$ cat src/rtl/sipo_piso_master_pkg.sv
// Shared widths and FSM encoding for the sipo_piso serial initiator.
package sipo_piso_master_pkg;

    localparam int DEF_ADDR_WIDTH = 5;
    localparam int DEF_REG_WIDTH  = 8;
    localparam int DEF_FRAME_LEN  = DEF_ADDR_WIDTH + DEF_REG_WIDTH;

    typedef enum logic [2:0] {
        ST_IDLE,
        ST_SETUP,
        ST_STROBE,
        ST_SHIFT,
        ST_GAP
    } state_t;

endpackage

$ cat src/rtl/sipo_piso_master_shreg.sv
// Generic load / shift-right register; serial input enters at the MSB.
module sipo_piso_master_shreg #(
    parameter int WIDTH = 8
) (
    input  logic             clk,
    input  logic             rst,
    input  logic             load_i,
    input  logic [WIDTH-1:0] load_data_i,
    input  logic             shift_i,
    input  logic             shift_in_i,
    output logic [WIDTH-1:0] q_o
);

    logic [WIDTH-1:0] q_q;
    logic [WIDTH-1:0] q_d;

    always_comb begin
        q_d = q_q;
        if (load_i) begin
            q_d = load_data_i;
        end else if (shift_i) begin
            q_d = {shift_in_i, q_q[WIDTH-1:1]};
        end
    end

    always_ff @(posedge clk or posedge rst) begin
        if (rst) begin
            q_q <= '0;
        end else begin
            q_q <= q_d;
        end
    end

    assign q_o = q_q;

endmodule

$ cat src/rtl/sipo_piso_master.sv
// Serial initiator: turns parallel register requests into strobe-delimited frames.
// state  | meaning
// IDLE   | ready for a request
// SETUP  | direction presented on wr_en
// STROBE | one-cycle frame start
// SHIFT  | FRAME_LEN bits, LSB first; read replies sampled from dout
// GAP    | idle spacing, rsp_valid on first cycle
module sipo_piso_master
    import sipo_piso_master_pkg::*;
#(
    parameter int ADDR_WIDTH = DEF_ADDR_WIDTH,
    parameter int REG_WIDTH  = DEF_REG_WIDTH,
    parameter int GAP_CYCLES = 4
) (
    input  logic                  clk,
    input  logic                  rst,
    input  logic                  req_valid,
    output logic                  req_ready,
    input  logic                  req_write,
    input  logic [ADDR_WIDTH-1:0] req_addr,
    input  logic [REG_WIDTH-1:0]  req_wdata,
    output logic                  rsp_valid,
    output logic [REG_WIDTH-1:0]  rsp_rdata,
    output logic                  busy,
    output logic                  strobe,
    output logic                  wr_en,
    output logic                  din,
    input  logic                  dout
);

    localparam int FRAME_LEN = ADDR_WIDTH + REG_WIDTH;
    localparam int CNT_W     = $clog2(FRAME_LEN);

    state_t               state_q;
    logic [CNT_W-1:0]     bit_cnt_q;
    logic [3:0]           gap_cnt_q;
    logic                 req_ready_q;
    logic                 rsp_valid_q;
    logic [REG_WIDTH-1:0] rsp_rdata_q;
    logic                 busy_q;
    logic                 strobe_q;
    logic                 wr_en_q;
    logic                 din_q;

    logic                 accept;
    logic [FRAME_LEN-1:0] tx_load;
    logic [FRAME_LEN-1:0] tx_q;
    logic                 tx_shift;
    logic [REG_WIDTH-1:0] rx_q;
    logic                 rx_shift;
    logic                 unused_bits;

    assign accept   = (state_q == ST_IDLE) && req_valid && req_ready_q;
    // Reads send only the address; zeros fill the reply window.
    assign tx_load  = req_write ? {req_addr, req_wdata}
                                : {{REG_WIDTH{1'b0}}, req_addr};
    assign tx_shift = (state_q == ST_STROBE) || (state_q == ST_SHIFT);
    assign rx_shift = (state_q == ST_SHIFT) && !wr_en_q
                      && (bit_cnt_q >= CNT_W'(ADDR_WIDTH));

    sipo_piso_master_shreg #(.WIDTH(FRAME_LEN)) u_tx (
        .clk         (clk),
        .rst         (rst),
        .load_i      (accept),
        .load_data_i (tx_load),
        .shift_i     (tx_shift),
        .shift_in_i  (1'b0),
        .q_o         (tx_q)
    );

    sipo_piso_master_shreg #(.WIDTH(REG_WIDTH)) u_rx (
        .clk         (clk),
        .rst         (rst),
        .load_i      (1'b0),
        .load_data_i ({REG_WIDTH{1'b0}}),
        .shift_i     (rx_shift),
        .shift_in_i  (dout),
        .q_o         (rx_q)
    );

    assign unused_bits = ^{tx_q[FRAME_LEN-1:1], rx_q[0]};

    always_ff @(posedge clk or posedge rst) begin
        if (rst) begin
            state_q     <= ST_IDLE;
            bit_cnt_q   <= '0;
            gap_cnt_q   <= '0;
            req_ready_q <= 1'b0;
            rsp_valid_q <= 1'b0;
            rsp_rdata_q <= '0;
            busy_q      <= 1'b0;
            strobe_q    <= 1'b0;
            wr_en_q     <= 1'b0;
            din_q       <= 1'b0;
        end else begin
            rsp_valid_q <= 1'b0;
            case (state_q)
                ST_IDLE: begin
                    req_ready_q <= 1'b1;
                    if (accept) begin
                        req_ready_q <= 1'b0;
                        busy_q      <= 1'b1;
                        wr_en_q     <= req_write;
                        state_q     <= ST_SETUP;
                    end
                end
                ST_SETUP: begin
                    strobe_q <= 1'b1;
                    state_q  <= ST_STROBE;
                end
                ST_STROBE: begin
                    strobe_q  <= 1'b0;
                    din_q     <= tx_q[0];
                    bit_cnt_q <= '0;
                    state_q   <= ST_SHIFT;
                end
                ST_SHIFT: begin
                    if (bit_cnt_q == CNT_W'(FRAME_LEN - 1)) begin
                        // The final reply bit is still on dout at this edge.
                        din_q       <= 1'b0;
                        rsp_valid_q <= 1'b1;
                        if (!wr_en_q) begin
                            rsp_rdata_q <= {dout, rx_q[REG_WIDTH-1:1]};
                        end
                        gap_cnt_q <= 4'(GAP_CYCLES - 1);
                        state_q   <= ST_GAP;
                    end else begin
                        din_q     <= tx_q[0];
                        bit_cnt_q <= bit_cnt_q + CNT_W'(1);
                    end
                end
                ST_GAP: begin
                    if (gap_cnt_q == 4'd0) begin
                        wr_en_q     <= 1'b0;
                        busy_q      <= 1'b0;
                        req_ready_q <= 1'b1;
                        state_q     <= ST_IDLE;
                    end else begin
                        gap_cnt_q <= gap_cnt_q - 4'd1;
                    end
                end
                default: state_q <= ST_IDLE;
            endcase
        end
    end

    assign req_ready = req_ready_q;
    assign rsp_valid = rsp_valid_q;
    assign rsp_rdata = rsp_rdata_q;
    assign busy      = busy_q;
    assign strobe    = strobe_q;
    assign wr_en     = wr_en_q;
    assign din       = din_q;

endmodule

$ cat config.mk
export PLATFORM = sky130hd
export DESIGN_NAME = sipo_piso_master
export DESIGN_NICKNAME = d
export VERILOG_FILES = /design/src/rtl/sipo_piso_master_pkg.sv /design/src/rtl/sipo_piso_master_shreg.sv /design/src/rtl/sipo_piso_master.sv
export SDC_FILE = /design/constraint.sdc
export NUM_CORES = 1
export LEC_CHECK = 0
export CORE_ASPECT_RATIO = 0.75
export CORE_MARGIN = 2
export CORE_UTILIZATION = 48
export CTS_CLUSTER_SIZE = 12
export DETAILED_ROUTE_END_ITERATION = 7
export GPL_ROUTABILITY_DRIVEN = 0
export GPL_TIMING_DRIVEN = 0
export PLACE_DENSITY = 0.75
export SLEW_MARGIN = 20
export SYNTH_ARGS = -nofsm -noshare
export SYNTH_HDL_FRONTEND = slang
export SYNTH_HIERARCHICAL = 1
export SYNTH_SLANG_ARGS = --single-unit
$ cat constraint.sdc
create_clock -name clk -period 3.2 [get_ports clk]
set_input_delay 0.48 -clock clk [delete_from_list [all_inputs] [get_ports clk]]
set_output_delay 0.48 -clock clk [all_outputs]
set_load 0.01 [all_outputs]
==> impl_metrics.toml, run 1 <==
[final_layout]
drive_above_1_share_pct = 14.34
fill_cells = 393
ff_latch_area_um2 = 1126
area_growth_pct = 24.10
mostFrequentLayoutCells = "45 x dfrtp_1, 31 x clkdlybuf4s50_1, 25 x nand2_1, 21 x mux2i_1, 17 x o21ai_1"
fin_nets = 294
final_common_cell = "dfrtp_1"
insertedDiodeCount = 0
multi_input_area_um2 = 1124

[drt]
drc_errors = 0
ant_nets = 0
avgRoutedWirePerCell_um = 14.11
vias = 1730
drtIter0Drc = 71
dr.pass1.iters = 4
vias_per_cell = 5.258
drt_wl_total_um = 4643

[power_and_ir_drop]
p_sw_share_pct = 33.95
leakage_uw = 0.001317
combPwrFrac_pct = 36.5
ir_drop_v = 0.0003696
power.share.sequential_pct = 41.9
power_switching_uw = 695.2
pwr-share-clk_pct = 21.7
p_int_uw = 1353
power_density_nw_per_um2 = 709.4

[sta]
finalSetupViolCount = 0
max_freq_mhz = 500.4
tns_ns = 0
rsz0062_at_grt = "false"
slew_headroom_pct = 36.66
worst-slew-pin-transition_ns = 0.9491
final.setup.worst_slack_ns = 1.202
finalHoldViolations = 0
timing.final.crit_share_pct = 62.45
fin_crit_ns = 1.998
slew_viol_final = 0
clock_skew_ns = 0.004046

[placement]
pre_cts_slack_ns = 0.4885
io_buffers = 31
hpwl_um = 3479

[synthesis]
syn_avg_cell_area_um2 = 10.62
ys_warn_count = 6
netlist_area_um2 = 2326
postSynthCellCount = 219

[hold_path]
hold_path_class = "in2async"

[worst_setup_path]
crit_fanout = 10
critPathRequiredTime_ns = 3.40
crit_path_end_kind = "flop"
arrival_ns = 2.20
crit_type = "reg2reg"
critPathLaunchType = "flop"

[global_routing]
grt-ovfl-total = 0
grt_pass1_vias = 1591
grt_max_degree = 26
antenna_found_initial = 0
grt_usage_pct = 18.70
grt_pass1_wl_um = 7845

[die]
die_h_um = 64.29
ios = 32
core_um2 = 4572
placementRows = 21
die-area_um2 = 5424
die_x_um = 84.38
start_util_pct = 50.88

[clocking]
cts_setup_buffers = 0
cts_tree = "done"
path_clk_slew_ns = 0.08
clock_sinks = 45
cts_made_buffers = 5
cts_buffer_depth = 2
htreeDepth = 2
cts_resized = 0
cts.root.buffer_cell = "clkbuf_8"
clock_latency_ns = 0.30
cts_hold_buf = 0

[run_status]
status = "complete, no violations"

[job]
maxCapViolations = 0
-- per-stage QoR --
| step | utilization (%) | instances | power (uW) | hold WS (ns) | instance area (um^2) |
|---|---|---|---|---|---|
| after floorplan | - | 233 | 1395 | 0.2834 | 2379 |
| after global placement | 60.37 | 321 | 1574 | 0.4643 | 2760 |
| after detailed placement | 60.37 | 321 | 1609 | 0.4758 | 2760 |
| after CTS | 63.00 | 329 | 2064 | 0.4767 | 2880 |
| after global routing | 63.14 | 329 | 2201 | 0.4934 | 2887 |
| final | 63.14 | 329 | 2048 | 0.4707 | 2887 |
-- critical path, cell delays in order, from the launching register on --
cell and delay [ns]:
dfrtp_1 0.43, clkbuf_1 0.25, nor4_2 0.71, buf_2 0.34
nand2_1 0.06, o21ai_0 0.11
-- worst paths after layout --
check                           depth (start not counted)           to        from  slack, ns
worst max-delay path                                    5  u_tx/q_o[1]  state_q[0]       1.20
worst min-delay path                                    2  u_rx/q_o[7]         rst       0.47
worst max register to register                          5  u_tx/q_o[1]  state_q[0]       1.20
worst min register to register                          2          din         din       0.49
max in group asynchronous                               2    req_ready         rst       1.86
min in group clk                                        2          din         din       0.49
-- routing by layer --
layer	routed length, um	track usage, %	up-vias
met3	186	5.943	6
met2	2071	26.88	34
met4	39	5.357	0
met5	0	0	-
li1	-	-	860
met1	2347	27.07	830
-- power groups by stage --
stage	Clock (uW)	Sequential, uW	Combinational, uW
after global placement	0	859	715
final	443	857	747
after detailed placement	0	868	741
after global routing	487	884	830
after CTS	456	857	751
after floorplan	0	846	549
-- sequential cells by signal (all words and copies together), names as in the netlist --
register,flops
bit_cnt_q,4
rsp_rdata,8
req_ready,1
u_rx/q_o,7
strobe,1
din,1
rsp_valid,1
gap_cnt_q,4
busy,1
wr_en,1
state_q,3
u_tx/q_o,13
-- final cells by class --
cell class	instances	area share (%)
Sequential cell	45	39.01
Multi-Input combinational cell	164	38.93
Timing Repair Buffer	31	10.75
Buffer	12	3.121
Clock buffer	6	2.861
Tap cell	57	2.471
Inverter	12	1.560
Clock inverter	2	1.300
No activity file was read; power rests on OpenSTA's default activity.
==> run 2, diff against run 1 <==
Settings changed: PLACE_DENSITY 0.75 to 0.78.
Clock period 3.2 ns to 1.71 ns, I/O delays scaled along.
==> run 2 against run 1 <==
Effect of this change:
- total power grew 87%
- flip-flop and latch count is the same
- clock skew grew 0.0040 ns
- non-clock buffer count grew 7
- count of clock-buffer cells in the layout is the same
- clock power grew 57%
- sequential share of layout area shrank 1.2 points
- critical path type unchanged
- largest power group unchanged
- highest routed layer unchanged
==> impl_metrics.toml, run 2 (synthesis gave the netlist of run 1 again) <==
[global_routing]
grt_usage_pct = 18.36
grt_pass1_vias = 1674
grt_pass1_wl_um = 7831
antenna_found_initial = 0
grt_max_degree = 26
grt-ovfl-total = 0

[final_layout]
drive_above_1_share_pct = 20.07
largest_reg_flops = 13
insertedDiodeCount = 0
final_cells = 336
fill_cells = 367
ff_latch_area_um2 = 1127
mostFrequentLayoutCells = "44 x dfrtp_1, 31 x clkdlybuf4s50_1, 25 x nand2_1, 21 x mux2i_1, 17 x o21ai_1"
final_common_cell = "dfrtp_1"
fin_nets = 301
fin_area_um2 = 2982
multi_input_area_um2 = 1165
area_growth_pct = 28.19

[power_and_ir_drop]
p_total_uw = 3837
ir_drop_v = 0.0006802
power_density_nw_per_um2 = 1287
leakage_uw = 0.001351

[job]
maxCapViolations = 0

[worst_setup_path]
critPathRequiredTime_ns = 1.90
critPathLaunchType = "flop"
startpoint = "bit_cnt_q[1]"
arrival_ns = 1.87
crit_type = "reg2reg"
crit_path_end_kind = "flop"
crit_fanout = 7
r2r-start = "bit_cnt_q[1]"

[sta]
max_freq_mhz = 598.1
fin_crit_ns = 1.672
finalSetupViolCount = 0
clock_skew_ns = 0.008056
finalHoldViolations = 0
slew_headroom_pct = 40.42
slew_viol_final = 0
timing.final.crit_share_pct = 97.77
whs_ns = 0.2469
worst-slew-pin-transition_ns = 0.8883

[placement]
dpl_cell_area_um2 = 2766
hpwl_um = 3345
io_buffers = 31
placedCellCount = 321

[drt]
drc_errors = 0
dr.pass1.iters = 5
avgRoutedWirePerCell_um = 14.06
drt_wl_total_um = 4725
vias_per_cell = 5.304
drtIter0Drc = 132
ant_nets = 0
vias = 1782

[clocking]
cts_made_buffers = 5
cts_buffer_depth = 2
clock_latency_ns = 0.31
path_clk_slew_ns = 0.08
htreeDepth = 2
cts_tree = "done"
clock_sinks = 45
cts.root.buffer_cell = "clkbuf_8"

[die]
die_h_um = 64.29
ios = 32
die_x_um = 84.38
placementRows = 21
die-area_um2 = 5424
start_util_pct = 50.88
core_um2 = 4572

[hold_path]
hold_path_class = "in2async"

[run_status]
status = "complete, no violations"
## run 2: layer usage
layer | GRT usage (%) | up-vias | share of wire, %
li1 | - | 880 | -
met1 | 25.79 | 853 | 49
met2 | 27.78 | 40 | 45
met3 | 4.264 | 9 | 3.8
met4 | 6.944 | 0 | 1.8
met5 | 0 | - | 0
## run 2: power breakdown
part	leakage, uW	switching [uW]	internal, uW
registers	0.000544	228	1380
clock network	0.0000512	367	328
logic	0.000756	778	755
## run 2: path summary, 6_finish.rpt
check / slack, ns / to / depth (start not counted)
min in group clk: 0.47 / din / 2
max: 0.04 / u_rx/q_o[6] / 8
min reg2reg: 0.47 / din / 2
max reg2reg: 0.04 / u_rx/q_o[6] / 8
max in group asynchronous: 0.88 / bit_cnt_q[0] / 2
min: 0.25 / u_rx/q_o[4] / 2
## run 2: per-stage QoR
stage / utilization (%) / worst slack (ns) / TNS (ns)
after floorplan: - / 0.02034 / 0
after global placement: 60.51 / -0.3018 / -6.782
final: 65.22 / 0.03813 / 0
after global routing: 65.22 / -0.02806 / -0.09385
after detailed placement: 60.51 / -0.3177 / -7.296
after CTS: 63.74 / 0.01563 / 0
## run 2: area by class of cell
class                      instances  share of cell area, %
buffer                            11                  3.021
clock buffer                       6                  2.770
clock inverter                     2                 0.4616
inverter                          12                  1.637
multi-input combinational        164                  39.07
sequential                        45                  37.81
tap                               57                  2.392
timing repair buffer              39                  12.84
## run 2: timing repair
| action | 4_1_cts | 5_1_grt |
|---|---|---|
| hold buffers | 0 | 0 |
| endpoints found under the setup margin | 30 | 33 |
| pin swaps | 1 | 2 |
| cloned | 0 | 0 |
| setup buffers | 1 | 7 |
| gates resized for setup | 7 | 8 |
## run 2: critical path: stages, from the launching register on
cell and delay, ns:
dfrtp_1 0.42, inv_2 0.11, ha_1 0.16, nand2b_1 0.11
a21oi_1 0.09, nor4_4 0.18, buf_6 0.19, mux2i_1 0.22
o21ai_1 0.09
==> run 3, diff against run 2 <==
Settings changed: CTS_CLUSTER_SIZE 12 to 20.
==> results of run 3 <==
No change in the layout: final DEF, timing and power equal those of run 2.
